`config.mk`:
```
export PLATFORM = sky130hd
export DESIGN_NAME = bus_if_split_flat
export DESIGN_NICKNAME = d
export VERILOG_FILES = /design/src/rtl/bus_if_split_pkg.sv /design/src/rtl/bus_if.sv /design/src/rtl/bus_if_split_order_fifo.sv /design/src/rtl/bus_if_split.sv /design/src/flat_wrapper.sv
export SDC_FILE = /design/constraint.sdc
export NUM_CORES = 1
export LEC_CHECK = 0
export ABC_AREA = 1
export CORE_AREA = 2 2 124 126
export CTS_BUF_LIST = sky130_fd_sc_hd__clkbuf_8
export CTS_CLUSTER_DIAMETER = 50
export DETAILED_ROUTE_END_ITERATION = 7
export DIE_AREA = 0 0 126 128
export PLACE_DENSITY = 0.56
export SYNTH_ARGS = -nofsm -noshare
export SYNTH_HDL_FRONTEND = slang
export SYNTH_HIERARCHICAL = 1
export SYNTH_SLANG_ARGS = --single-unit
```
`constraint.sdc`:
```
create_clock -name Clk -period 6.2 [get_ports Clk]
set_input_delay 1.24 -clock Clk [delete_from_list [all_inputs] [get_ports Clk]]
set_output_delay 1.24 -clock Clk [all_outputs]
set_load 0.02 [all_outputs]
```
`src/rtl/bus_if_split_pkg.sv`:
```
// Bus package and splitter helper package.
//   Bus              : bus widths, command/response encodings, split target codes.
//   bus_if_split_pkg : order-queue entry width and address-match helper.
package Bus;
  localparam int ADDR_W = 32;
  localparam int DATA_W = 32;
  localparam int BE_W   = DATA_W / 8;

  typedef enum logic [1:0] { IDLE = 2'd0, WR = 2'd1, RD = 2'd2 } Cmd;
  typedef enum logic [1:0] { NULL = 2'd0, DVA = 2'd1, ERR = 2'd3 } Resp;

  typedef enum logic [1:0] { T_OUT0, T_OUT1, T_LOCAL } Split_target;
endpackage

package bus_if_split_pkg;
  import Bus::*;

  localparam int TGT_W = 2;

  function automatic logic addr_hit(input logic [ADDR_W-1:0] a,
                                    input logic [ADDR_W-1:0] base,
                                    input logic [ADDR_W-1:0] mask);
    return (a & mask) == base;
  endfunction
endpackage

```
`src/rtl/bus_if.sv`:
```
// Bus_if: single-channel command/response bus.
//   master drives MReset_n, MCmd, MAddr, MData, MByteEn, MRespAccept
//   slave  drives SCmdAccept, SResp, SData
interface Bus_if;
  import Bus::*;
  logic              MReset_n;
  Cmd                MCmd;
  logic [ADDR_W-1:0] MAddr;
  logic [DATA_W-1:0] MData;
  logic [BE_W-1:0]   MByteEn;
  logic              MRespAccept;
  logic              SCmdAccept;
  Resp               SResp;
  logic [DATA_W-1:0] SData;

  modport master (output MReset_n, MCmd, MAddr, MData, MByteEn, MRespAccept,
                  input  SCmdAccept, SResp, SData);
  modport slave  (input  MReset_n, MCmd, MAddr, MData, MByteEn, MRespAccept,
                  output SCmdAccept, SResp, SData);
endinterface

```
`src/rtl/bus_if_split_order_fifo.sv`:
```
// In-flight order queue: synchronous FIFO, show-ahead head, sync active-high reset.
//   i_clk, i_rst      : clock, reset
//   i_push, i_data    : enqueue (ignored when full)
//   i_pop             : dequeue (ignored when empty); push+pop in one cycle allowed
//   o_head            : entry at head, valid when !o_empty
//   o_empty, o_full, o_count : occupancy
module bus_if_split_order_fifo #(
  parameter  int W     = 2,
  parameter  int DEPTH = 4,
  localparam int CW    = $clog2(DEPTH + 1),
  localparam int PW    = (DEPTH > 1) ? $clog2(DEPTH) : 1
) (
  input  logic          i_clk,
  input  logic          i_rst,
  input  logic          i_push,
  input  logic [W-1:0]  i_data,
  input  logic          i_pop,
  output logic [W-1:0]  o_head,
  output logic          o_empty,
  output logic          o_full,
  output logic [CW-1:0] o_count
);
  logic [W-1:0]  r_mem [DEPTH];
  logic [PW-1:0] r_wr_ptr, r_rd_ptr;
  logic [CW-1:0] r_count;
  logic          w_push, w_pop;

  // Pointers wrap explicitly so DEPTH need not be a power of two.
  function automatic logic [PW-1:0] next_ptr(input logic [PW-1:0] p);
    return (p == PW'(DEPTH - 1)) ? '0 : p + 1'b1;
  endfunction

  assign o_empty = (r_count == '0);
  assign o_full  = (r_count == CW'(DEPTH));
  assign o_count = r_count;
  assign o_head  = r_mem[r_rd_ptr];
  assign w_push  = i_push && !o_full;
  assign w_pop   = i_pop && !o_empty;

  always_ff @(posedge i_clk) begin
    if (w_push) r_mem[r_wr_ptr] <= i_data;
  end

  always_ff @(posedge i_clk) begin
    if (i_rst) begin
      r_wr_ptr <= '0;
      r_rd_ptr <= '0;
      r_count  <= '0;
    end else begin
      if (w_push) r_wr_ptr <= next_ptr(r_wr_ptr);
      if (w_pop)  r_rd_ptr <= next_ptr(r_rd_ptr);
      case ({w_push, w_pop})
        2'b10:   r_count <= r_count + 1'b1;
        2'b01:   r_count <= r_count - 1'b1;
        default: r_count <= r_count;
      endcase
    end
  end
endmodule

```
`src/rtl/bus_if_split.sv`:
```
// bus_if_split: routes one Bus_if master to two Bus_if slaves by address and
// returns responses in issue order via an in-flight order queue.
//   Clk, Reset : clock, synchronous active-high reset
//   in         : upstream master (Bus_if.slave)
//   out_0/1    : slave regions (Bus_if.master); out_1 decode has priority
// Optional: define BUS_IF_SPLIT_DECERR_EN to answer unmapped commands locally
// with ERR; otherwise unmapped addresses go to out_0.
module bus_if_split
  import Bus::*;
  import bus_if_split_pkg::*;
#(
  parameter logic [ADDR_W-1:0] BASE_0        = '0,
  parameter logic [ADDR_W-1:0] MASK_0        = '0,
  parameter logic [ADDR_W-1:0] BASE_1        = 32'h8000_0000,
  parameter logic [ADDR_W-1:0] MASK_1        = 32'h8000_0000,
  parameter int                NUM_IN_FLIGHT = 4
) (
  input  logic  Clk,
  input  logic  Reset,
  Bus_if.slave  in,
  Bus_if.master out_0,
  Bus_if.master out_1
);
  localparam int CW = $clog2(NUM_IN_FLIGHT + 1);

  Split_target       w_tgt, w_head;
  logic [TGT_W-1:0]  w_head_raw;
  logic              w_active, w_hit0, w_hit1, w_sel_acc, w_issue;
  logic              w_push, w_pop, w_empty, w_full, w_rsp_live;
  logic              w_unused_fifo_full, w_unused_mreset_n;
  logic [CW-1:0]     w_count;
  Resp               w_head_resp;
  logic [DATA_W-1:0] w_head_data;

  assign w_unused_mreset_n = in.MReset_n;
  assign out_0.MReset_n    = !Reset;
  assign out_1.MReset_n    = !Reset;

  // ---------------- decode ----------------
  assign w_active = (in.MCmd != IDLE);
  assign w_hit1   = addr_hit(in.MAddr, BASE_1, MASK_1);
  assign w_hit0   = addr_hit(in.MAddr, BASE_0, MASK_0);

  always_comb begin
    w_tgt = T_OUT0;
    if (w_hit1)      w_tgt = T_OUT1;
    else if (w_hit0) w_tgt = T_OUT0;
`ifdef BUS_IF_SPLIT_DECERR_EN
    else             w_tgt = T_LOCAL;
`endif
  end

  always_comb begin
    w_sel_acc = 1'b0;
    case (w_tgt)
      T_OUT0:  w_sel_acc = out_0.SCmdAccept;
      T_OUT1:  w_sel_acc = out_1.SCmdAccept;
`ifdef BUS_IF_SPLIT_DECERR_EN
      T_LOCAL: w_sel_acc = 1'b1;
`endif
      default: w_sel_acc = 1'b0;
    endcase
  end

  // ---------------- request path ----------------
  // full comes from the registered count, so a same-cycle pop never frees a slot.
  assign w_full         = (w_count == CW'(NUM_IN_FLIGHT));
  assign w_issue        = !Reset && w_active && !w_full;
  assign w_push         = w_issue && w_sel_acc;
  assign in.SCmdAccept  = w_push;

  always_comb begin
    out_0.MCmd    = IDLE;
    out_0.MAddr   = '0;
    out_0.MData   = '0;
    out_0.MByteEn = '0;
    out_1.MCmd    = IDLE;
    out_1.MAddr   = '0;
    out_1.MData   = '0;
    out_1.MByteEn = '0;
    if (w_issue && w_tgt == T_OUT0) begin
      out_0.MCmd    = in.MCmd;
      out_0.MAddr   = in.MAddr;
      out_0.MData   = in.MData;
      out_0.MByteEn = in.MByteEn;
    end
    if (w_issue && w_tgt == T_OUT1) begin
      out_1.MCmd    = in.MCmd;
      out_1.MAddr   = in.MAddr;
      out_1.MData   = in.MData;
      out_1.MByteEn = in.MByteEn;
    end
  end

  // ---------------- order queue ----------------
  bus_if_split_order_fifo #(
    .W     (TGT_W),
    .DEPTH (NUM_IN_FLIGHT)
  ) u_fifo (
    .i_clk   (Clk),
    .i_rst   (Reset),
    .i_push  (w_push),
    .i_data  (w_tgt),
    .i_pop   (w_pop),
    .o_head  (w_head_raw),
    .o_empty (w_empty),
    .o_full  (w_unused_fifo_full),
    .o_count (w_count)
  );

  assign w_head = Split_target'(w_head_raw);

  // ---------------- response path ----------------
  // Only the head slave may hand a response up; the other one is stalled by
  // MRespAccept=0 until its entry reaches the head.
  assign w_rsp_live = !Reset && !w_empty;

  always_comb begin
    w_head_resp = NULL;
    w_head_data = '0;
    if (w_rsp_live) begin
      case (w_head)
        T_OUT0: begin
          w_head_resp = out_0.SResp;
          w_head_data = out_0.SData;
        end
        T_OUT1: begin
          w_head_resp = out_1.SResp;
          w_head_data = out_1.SData;
        end
`ifdef BUS_IF_SPLIT_DECERR_EN
        T_LOCAL: w_head_resp = ERR;
`endif
        default: ;
      endcase
    end
  end

  assign in.SResp          = w_head_resp;
  assign in.SData          = w_head_data;
  assign out_0.MRespAccept = w_rsp_live && (w_head == T_OUT0) && in.MRespAccept;
  assign out_1.MRespAccept = w_rsp_live && (w_head == T_OUT1) && in.MRespAccept;
  assign w_pop             = w_rsp_live && in.MRespAccept && (w_head_resp != NULL);
endmodule
```
`src/flat_wrapper.sv`:
```
// flat-port wrapper written by rule: the top's interface ports become plain ports
module bus_if_split_flat import Bus::*; import bus_if_split_pkg::*;
#(
  parameter logic [ADDR_W-1:0] BASE_0        = '0,
  parameter logic [ADDR_W-1:0] MASK_0        = '0,
  parameter logic [ADDR_W-1:0] BASE_1        = 32'h8000_0000,
  parameter logic [ADDR_W-1:0] MASK_1        = 32'h8000_0000,
  parameter int                NUM_IN_FLIGHT = 4
)
  (Clk, Reset, in_MReset_n, in_MCmd, in_MAddr, in_MData, in_MByteEn, in_MRespAccept, in_SCmdAccept, in_SResp, in_SData, out_0_MReset_n, out_0_MCmd, out_0_MAddr, out_0_MData, out_0_MByteEn, out_0_MRespAccept, out_0_SCmdAccept, out_0_SResp, out_0_SData, out_1_MReset_n, out_1_MCmd, out_1_MAddr, out_1_MData, out_1_MByteEn, out_1_MRespAccept, out_1_SCmdAccept, out_1_SResp, out_1_SData);
  Bus_if in_i ();
  Bus_if out_0_i ();
  Bus_if out_1_i ();
  input  logic Clk;
  input  logic Reset;
  input wire logic [$bits(in_i.MReset_n)-1:0] in_MReset_n;
  input wire logic [$bits(in_i.MCmd)-1:0] in_MCmd;
  input wire logic [$bits(in_i.MAddr)-1:0] in_MAddr;
  input wire logic [$bits(in_i.MData)-1:0] in_MData;
  input wire logic [$bits(in_i.MByteEn)-1:0] in_MByteEn;
  input wire logic [$bits(in_i.MRespAccept)-1:0] in_MRespAccept;
  output wire logic [$bits(in_i.SCmdAccept)-1:0] in_SCmdAccept;
  output wire logic [$bits(in_i.SResp)-1:0] in_SResp;
  output wire logic [$bits(in_i.SData)-1:0] in_SData;
  output wire logic [$bits(out_0_i.MReset_n)-1:0] out_0_MReset_n;
  output wire logic [$bits(out_0_i.MCmd)-1:0] out_0_MCmd;
  output wire logic [$bits(out_0_i.MAddr)-1:0] out_0_MAddr;
  output wire logic [$bits(out_0_i.MData)-1:0] out_0_MData;
  output wire logic [$bits(out_0_i.MByteEn)-1:0] out_0_MByteEn;
  output wire logic [$bits(out_0_i.MRespAccept)-1:0] out_0_MRespAccept;
  input wire logic [$bits(out_0_i.SCmdAccept)-1:0] out_0_SCmdAccept;
  input wire logic [$bits(out_0_i.SResp)-1:0] out_0_SResp;
  input wire logic [$bits(out_0_i.SData)-1:0] out_0_SData;
  output wire logic [$bits(out_1_i.MReset_n)-1:0] out_1_MReset_n;
  output wire logic [$bits(out_1_i.MCmd)-1:0] out_1_MCmd;
  output wire logic [$bits(out_1_i.MAddr)-1:0] out_1_MAddr;
  output wire logic [$bits(out_1_i.MData)-1:0] out_1_MData;
  output wire logic [$bits(out_1_i.MByteEn)-1:0] out_1_MByteEn;
  output wire logic [$bits(out_1_i.MRespAccept)-1:0] out_1_MRespAccept;
  input wire logic [$bits(out_1_i.SCmdAccept)-1:0] out_1_SCmdAccept;
  input wire logic [$bits(out_1_i.SResp)-1:0] out_1_SResp;
  input wire logic [$bits(out_1_i.SData)-1:0] out_1_SData;
  assign in_i.MReset_n = in_MReset_n;
  assign in_i.MCmd = in_MCmd;
  assign in_i.MAddr = in_MAddr;
  assign in_i.MData = in_MData;
  assign in_i.MByteEn = in_MByteEn;
  assign in_i.MRespAccept = in_MRespAccept;
  assign in_SCmdAccept = in_i.SCmdAccept;
  assign in_SResp = in_i.SResp;
  assign in_SData = in_i.SData;
  assign out_0_MReset_n = out_0_i.MReset_n;
  assign out_0_MCmd = out_0_i.MCmd;
  assign out_0_MAddr = out_0_i.MAddr;
  assign out_0_MData = out_0_i.MData;
  assign out_0_MByteEn = out_0_i.MByteEn;
  assign out_0_MRespAccept = out_0_i.MRespAccept;
  assign out_0_i.SCmdAccept = out_0_SCmdAccept;
  assign out_0_i.SResp = out_0_SResp;
  assign out_0_i.SData = out_0_SData;
  assign out_1_MReset_n = out_1_i.MReset_n;
  assign out_1_MCmd = out_1_i.MCmd;
  assign out_1_MAddr = out_1_i.MAddr;
  assign out_1_MData = out_1_i.MData;
  assign out_1_MByteEn = out_1_i.MByteEn;
  assign out_1_MRespAccept = out_1_i.MRespAccept;
  assign out_1_i.SCmdAccept = out_1_SCmdAccept;
  assign out_1_i.SResp = out_1_SResp;
  assign out_1_i.SData = out_1_SData;
  bus_if_split #(.BASE_0(BASE_0), .MASK_0(MASK_0), .BASE_1(BASE_1), .MASK_1(MASK_1), .NUM_IN_FLIGHT(NUM_IN_FLIGHT)) u_core (.Clk(Clk), .Reset(Reset), .in(in_i), .out_0(out_0_i), .out_1(out_1_i));
endmodule
```
==> impl_metrics.tcl, run 1 <==
set metrics [dict create \
    ant_nets 0 \
    num_rows 45 \
    n_antenna_cell 0 \
    switching_power_w 0.000200 \
    cts_tree "yes" \
    die_height_um 128 \
    clock-skew-final_ns 0.00624 \
    n_fill_cell 1601 \
    ctsHoldBuffers 0 \
    slew_violations 0 \
    wl_per_cell_um 13.5 \
    p_seq_frac 0.229 \
    drt_first_pass_iters 4 \
    layout.area.seq_um2 420 \
    min-delay-path-class "flop to flop" \
    ios 323 \
    setup_viol 0 \
    drt-initial-drc-count 98 \
    vias_per_cell 3.92 \
    arrival_ns 3.78 \
    combPwrFrac 0.622 \
    drive_gt1_frac 0.0435 \
    layout_commonest_cell "clkdlybuf4s50_1" \
    crit_path_end_kind "output port" \
    layout_common_cells "320 x clkdlybuf4s50_1, 147 x nor2_1, 89 x inv_1, 80 x nand2_1, 41 x a21oi_1" \
    wirelength_mm 12.8 \
    core_um2 14900 \
    start_util 0.160 \
    grt_busiest_layer "met2" \
    cts_root_buf "clkbuf_8" \
    grt_usage 0.140 \
    die_w_um 126 \
    holdWs_ns 0.531 \
    switching_share 0.372 \
    p_int_w 0.000338 \
    synth_warnings 6 \
    worstPathCellList "clkdlybuf4s50_1 -> nor2_4 -> nand3_2 -> buf_12 -> nor2_1 -> clkdlybuf4s50_1" \
    grt_use_met3 0.0576 \
    peakVddDrop_mv 0.0654 \
    first_global_vias 3456 \
    die_area_um2 16100 \
    path_buf_inv 3 \
    crit_type "input port to output port" \
    place.gp.congestion 0.789 \
    p_clk_frac 0.149 \
    crit_path_top_delay_cell "clkdlybuf4s50_1" \
    outcome "finished, final reports clean" \
    multi_input_area_um2 1450 \
    clockBufferDepth 2 \
    post_cts_resized 0 \
    max_stage_delay_ns 0.63 \
    maxSlewHeadroom 0.487 \
    fmax_ghz 0.199 \
    maxCapViolations 0 \
    setup-tns-final_ns 0 \
    post-route-min-period_ns 5.02 \
    netlist_area_um2 2380 \
    critPathTopFamily "buffers and inverters" \
    synthCells 451 \
    grt_overflow 0 \
    cpMostUsedCell "clkdlybuf4s50_1" \
    powerDensity_nw_per_um2 93.6 \
    cts_inserted_buffers 3 \
    use_met1 0.151 \
    rsz0062_at_grt "false" \
    worstPathRequired_ns 4.96 \
    syn_to_final_growth_pct 142 \
    antenna_found_initial 1 \
    finalHoldViolCount 0 \
    port-buffer-count 320 \
    cts_setup_buffers 0 \
    dpl.hpwl_mm 10.8 \
    avgSynthCellArea_um2 5.27 \
    htreeDepth 1 \
    nets 910 \
    path_max_fanout 36 \
    critPathLaunchType "input port" \
    drc 0 \
    clkLatencyLatePin_ns 0.25 \
    cts_sinks 17 \
    grt.met2_usage 0.262 \
    tightest_slew_ns 0.768 \
    period_share 0.810 \
    vias 3706 \
    p_leak_nw 2.44 \
    grt_pass1_wl_mm 18.3 \
    grt_max_degree 37 \
    clkTransAtPathRegs_ns 0.07 \
]
## worst min-delay path: stages (launching register included)
cell and delay [ns]:
dfxtp_1 0.32, a21oi_1 0.11, nor2_1 0.06
## routing by layer
metal | wire, µm | share of wire
met5 | 15 | 0.0012
met4 | 135 | 0.011
met3 | 1510 | 0.12
met2 | 6300 | 0.49
met1 | 4830 | 0.38
## power by group through the flow
stage                     Sequential, W   Clock, W  Combinational [W]
after floorplan                0.000125          0           0.000147
after detailed placement       0.000126          0           0.000337
final                          0.000123  0.0000801           0.000335
after global placement         0.000126          0           0.000337
after CTS                      0.000123  0.0000827           0.000338
after global routing           0.000124  0.0000889           0.000360
## cell type report
cell class / instances / area share
well taps: 188 / 0.0409
repair buffers: 324 / 0.565
clock inverters: 1 / 0.000871
inverters: 94 / 0.0614
clock buffers: 3 / 0.00718
flip-flops and latches: 17 / 0.0731
multi-input cells: 319 / 0.252
## stage by stage
stage	total power, W	utilization	worst slack (ns)	cells	cell area [µm²]
final	0.000538	0.387	1.18	946	5750
after global routing	0.000573	0.387	1.01	946	5750
after CTS	0.000544	0.387	1.13	946	5750
after detailed placement	0.000462	0.384	1.14	942	5700
after global placement	0.000462	0.384	1.15	942	5700
after floorplan	0.000272	-	2.88	455	2390
## final timing paths
path	startpoint	endpoint	slack, ns	cells after the start
setup / recovery	Reset	out_1_MData[12]	1.18	6
hold / removal	u_core/u_fifo/r_rd_ptr[1]	flop	0.53	2
setup reg to reg	flop	u_core/u_fifo/o_count[2]	2.81	18
hold reg to reg	u_core/u_fifo/r_rd_ptr[1]	flop	0.53	2
Power figures use the tool's default switching activity.
==> run 2, diff against run 1 <==
CORE_AREA = 2 2 125 127   (was 2 2 124 126)
DIE_AREA = 0 0 127 129   (was 0 0 126 128)
PLACE_DENSITY = 0.55   (was 0.56)
clock period = 4.8 ns   (was 6.2 ns; I/O delays follow)
==> impl_metrics.tcl, run 2 (synthesized netlist as in run 1, its figures left out) <==
set metrics [dict create \
    dpl.hpwl_mm 11.3 \
    crit_type "input port to output port" \
    nets 912 \
    setup_viol 0 \
    arrival_ns 3.12 \
    grt_usage 0.145 \
    drt-initial-drc-count 100 \
    ant_nets 0 \
    powerDensity_nw_per_um2 120 \
    setup-tns-final_ns 0 \
    drive_gt1_frac 0.0447 \
    vias_per_cell 3.87 \
    grt_max_degree 60 \
    max_stage_delay_ns 0.67 \
    wl_per_cell_um 13.9 \
    post-route-min-period_ns 4.08 \
    drc 0 \
    maxSlewHeadroom 0.494 \
    cts_setup_buffers 0 \
    crit_path_start "Reset" \
    ctsHoldBuffers 0 \
    clkLatencyLatePin_ns 0.24 \
    layout_commonest_cell "clkdlybuf4s50_1" \
    slew_violations 0 \
    grt_overflow 0 \
    cpMostUsedCell "clkdlybuf4s50_1" \
    start_util 0.159 \
    peakVddDrop_mv 0.0760 \
    wl_met3_mm 1.78 \
    vias 3677 \
    cts_root_buf "clkbuf_8" \
    setup.worst_path.end "out_0_MAddr[6]" \
    clockBufferDepth 2 \
    worstPathRequired_ns 3.84 \
    post_cts_resized 0 \
    reg2regPathDepth 18 \
    rr_endpoint "u_core/u_fifo/o_count[2]" \
    outcome "finished, final reports clean" \
    layout_common_cells "320 x clkdlybuf4s50_1, 147 x nor2_1, 90 x inv_1, 80 x nand2_1, 41 x a21oi_1" \
    place.gp.congestion 0.792 \
    wl_met1_mm 4.63 \
    grt_pass1_wl_mm 18.8 \
    p_total_w 0.000693 \
    tightest_slew_ns 0.757 \
    clkTransAtPathRegs_ns 0.06 \
    die_height_um 129 \
    highest_layer "met4" \
    finalHoldViolCount 0 \
    fmax_ghz 0.245 \
    cts_tree "yes" \
    hold_start "u_core/u_fifo/r_rd_ptr[1]" \
    p_leak_nw 2.46 \
    cts_sinks 17 \
    period_share 0.850 \
    htreeDepth 1 \
    crit_path_top_delay_cell "clkdlybuf4s50_1" \
    cts_inserted_buffers 3 \
    ios 323 \
    die_area_um2 16400 \
    clock-skew-final_ns 0.00337 \
    rsz0062_at_grt "false" \
    syn_to_final_growth_pct 143 \
    crit_path_end_kind "output port" \
    whs_path_depth 2 \
    wirelength_mm 13.2 \
    wl_met2_mm 6.78 \
    maxCapViolations 0 \
    num_rows 45 \
    first_global_vias 3394 \
    die_w_um 127 \
    core_um2 15000 \
    antenna_found_initial 1 \
    drt_first_pass_iters 4 \
    critPathLaunchType "input port" \
    min-delay-path-class "flop to flop" \
    worstPathCellList "clkdlybuf4s50_1 -> nor2_4 -> nand3_2 -> buf_12 -> nor2_1 -> clkdlybuf4s50_1" \
    port-buffer-count 320 \
    r2r_slack_ns 1.45 \
    path_max_fanout 59 \
]
==> run 2: layout make-up <==
class | instances | area (µm²)
Antenna cell | 1 | 2.50
Clock inverter | 1 | 3.75
Clock buffer | 3 | 41.3
Multi-Input combinational cell | 319 | 1450
Inverter | 94 | 353
Timing Repair Buffer | 326 | 3270
Tap cell | 188 | 235
Sequential cell | 17 | 420
Fill cell | 1626 | 9200
==> run 2: metal layers <==
metal	vias up	track usage
met3	2	0.0649
met1	1554	0.150
met2	194	0.281
li1	1927	-
met4	0	0.00970
met5	-	0
==> run 2: worst min path at each step <==
stage	slack (ns)	end
after global placement	0.52	u_core/u_fifo/r_rd_ptr[1]
final	0.54	flop
after floorplan	0.48	flop
after global routing	0.56	flop
after CTS	0.53	flop
after detailed placement	0.52	u_core/u_fifo/r_rd_ptr[1]
==> run 2: worst max-delay path, delay by kind of cell <==
family,cells,cell delay [ns]
buffers and inverters,3,1.53
and+or+nand+nor,3,0.60
==> run 2: metrics by stage <==
| step | setup WS [ns] | utilization | cells | instance area [µm²] | hold WS [ns] |
|---|---|---|---|---|---|
| 6_report | 0.720 | 0.386 | 949 | 5780 | 0.536 |
| 5_1_grt | 0.533 | 0.386 | 948 | 5770 | 0.561 |
| 4_1_cts | 0.620 | 0.386 | 948 | 5770 | 0.532 |
| 3_5_place_dp | 0.610 | 0.383 | 944 | 5730 | 0.520 |
| 3_3_place_gp | 0.625 | 0.383 | 944 | 5730 | 0.518 |
| 2_1_floorplan | 1.93 | - | 455 | 2390 | 0.483 |
==> run 2: power by group <==
part	switching, W	internal [W]	total [W]
registers	0.00000284	0.000156	0.000159
clock network	0.0000431	0.0000565	0.0000996
logic	0.000209	0.000225	0.000434
total	0.000255	0.000437	0.000693
==> run 3, diff against run 2 <==
clock period = 3.8 ns   (was 4.8 ns; I/O delays follow)
==> impl_metrics.tcl, run 3 (synthesized netlist as in run 1, its figures left out) <==
set metrics [dict create \
    outcome "finished, final reports clean" \
    hold_start "u_core/u_fifo/r_rd_ptr[1]" \
    clkTransAtPathRegs_ns 0.06 \
    ctsHoldBuffers 0 \
    syn_to_final_growth_pct 145 \
    htreeDepth 1 \
    layout_common_cells "319 x clkdlybuf4s50_1, 147 x nor2_1, 90 x inv_1, 80 x nand2_1, 41 x a21oi_1" \
    slew_violations 0 \
    min-delay-path-class "flop to flop" \
    final_cells 951 \
    cts_root_buf "clkbuf_8" \
    first_global_vias 3470 \
    layout_commonest_cell "clkdlybuf4s50_1" \
    crit_path_end_kind "output port" \
    vias_per_cell 3.91 \
    drt_first_pass_iters 4 \
    die_height_um 129 \
    powerDensity_nw_per_um2 152 \
    cts_inserted_buffers 3 \
    cts_tree "yes" \
    worstPathCellList "clkdlybuf4s50_1 -> nor2_4 -> nand3_2 -> buf_12 -> nor2_1 -> clkdlybuf4s50_1" \
    maxSlewHeadroom 0.592 \
    wirelength_mm 13.2 \
    clkLatencyLatePin_ns 0.24 \
    drt-initial-drc-count 93 \
    drive_gt1_frac 0.0498 \
    tightest_slew_ns 0.612 \
    port-buffer-count 320 \
    stdcell_area_um2 5820 \
    post_cts_resized 0 \
    period_share 0.918 \
    worstPathRequired_ns 3.04 \
    worstHoldEndpoint "u_core/u_fifo/r_rd_ptr[1]" \
    critPathLaunchType "input port" \
    clockBufferDepth 2 \
    nets 915 \
    clock-skew-final_ns 0.00156 \
    fmax_ghz 0.287 \
    whs_path_depth 2 \
    grt_max_degree 70 \
    ios 323 \
    rr_endpoint "u_core/u_fifo/o_count[2]" \
    path_max_fanout 37 \
    place_area_um2 5770 \
    cts_sinks 17 \
    n_antenna_cell 0 \
    crit_path_top_delay_cell "clkdlybuf4s50_1" \
    die_w_um 127 \
    wl_per_cell_um 13.8 \
    p_leak_nw 2.49 \
    cpMostUsedCell "clkdlybuf4s50_1" \
    reg2regPathDepth 19 \
    grt_pass1_wl_mm 18.9 \
    num_rows 45 \
    place.gp.congestion 0.799 \
    die_area_um2 16400 \
    ant_nets 0 \
    grt_usage 0.145 \
    post-route-min-period_ns 3.49 \
    maxCapViolations 0 \
    dpl.hpwl_mm 11.3 \
    setup-tns-final_ns 0 \
    p_total_w 0.000884 \
    vias 3719 \
    arrival_ns 2.73 \
    peakVddDrop_mv 0.103 \
    rsz0062_at_grt "false" \
    start_util 0.159 \
    grt_overflow 0 \
    finalHoldViolCount 0 \
    antenna_found_initial 1 \
    drc 0 \
    holdWs_ns 0.528 \
    setup_viol 0 \
    r2r_slack_ns 0.80 \
    max_stage_delay_ns 0.66 \
    dp_cells 947 \
    core_um2 15000 \
    crit_type "input port to output port" \
    cts_setup_buffers 0 \
]
-- run 3: cell types whose count changed in the layout (fill, tap and decap cells not counted), sizes merged --
cell | previous run | this run
diode | 1 | 0
buf | 6 | 10
clkdlybuf4s50 | 320 | 319
-- run 3: metal layers --
layer	vias up	GRT usage	share of wire
met2	200	0.276	0.51
met4	0	0.0284	0.016
met1	1574	0.153	0.36
li1	1933	-	-
met3	12	0.0557	0.11
met5	-	0	0
-- run 3: worst max-delay path by stage --
stage,startpoint,endpoint,slack (ns)
2_1_floorplan,in_MCmd[1],u_core/u_fifo/o_count[1],1.13
3_3_place_gp,Reset,out_0_MAddr[6],0.28
3_5_place_dp,Reset,out_0_MAddr[1],0.27
4_1_cts,Reset,out_0_MAddr[6],0.26
5_1_grt,flop,in_SData[14],0.16
6_report,Reset,out_0_MAddr[6],0.31
-- run 3: power breakdown --
part	leakage [nW]	internal [W]	total, W	switching [W]
Sequential	0.146	0.000197	0.000201	0.00000373
Combinational	2.32	0.000289	0.000556	0.000266
Clock	0.0269	0.0000714	0.000128	0.0000563
Total	2.49	0.000558	0.000884	0.000326
-- run 3: critical path: cells and delay by family --
kind	cells	cell delay (ns)
buffers and inverters	3	1.45
AND/OR/NAND/NOR	3	0.50
-- run 3: per-stage QoR --
step,utilization,setup WS (ns)
2_1_floorplan,-,1.13
3_3_place_gp,0.386,0.283
3_5_place_dp,0.386,0.268
4_1_cts,0.389,0.257
5_1_grt,0.389,0.162
6_report,0.389,0.311
-- run 3: area by class of cell --
class | instances | area (µm²)
Sequential cell | 17 | 420
Timing Repair Buffer | 329 | 3320
Clock buffer | 3 | 41.3
Fill cell | 1611 | 9160
Multi-Input combinational cell | 319 | 1450
Inverter | 94 | 353
Clock inverter | 1 | 3.75
Tap cell | 188 | 235
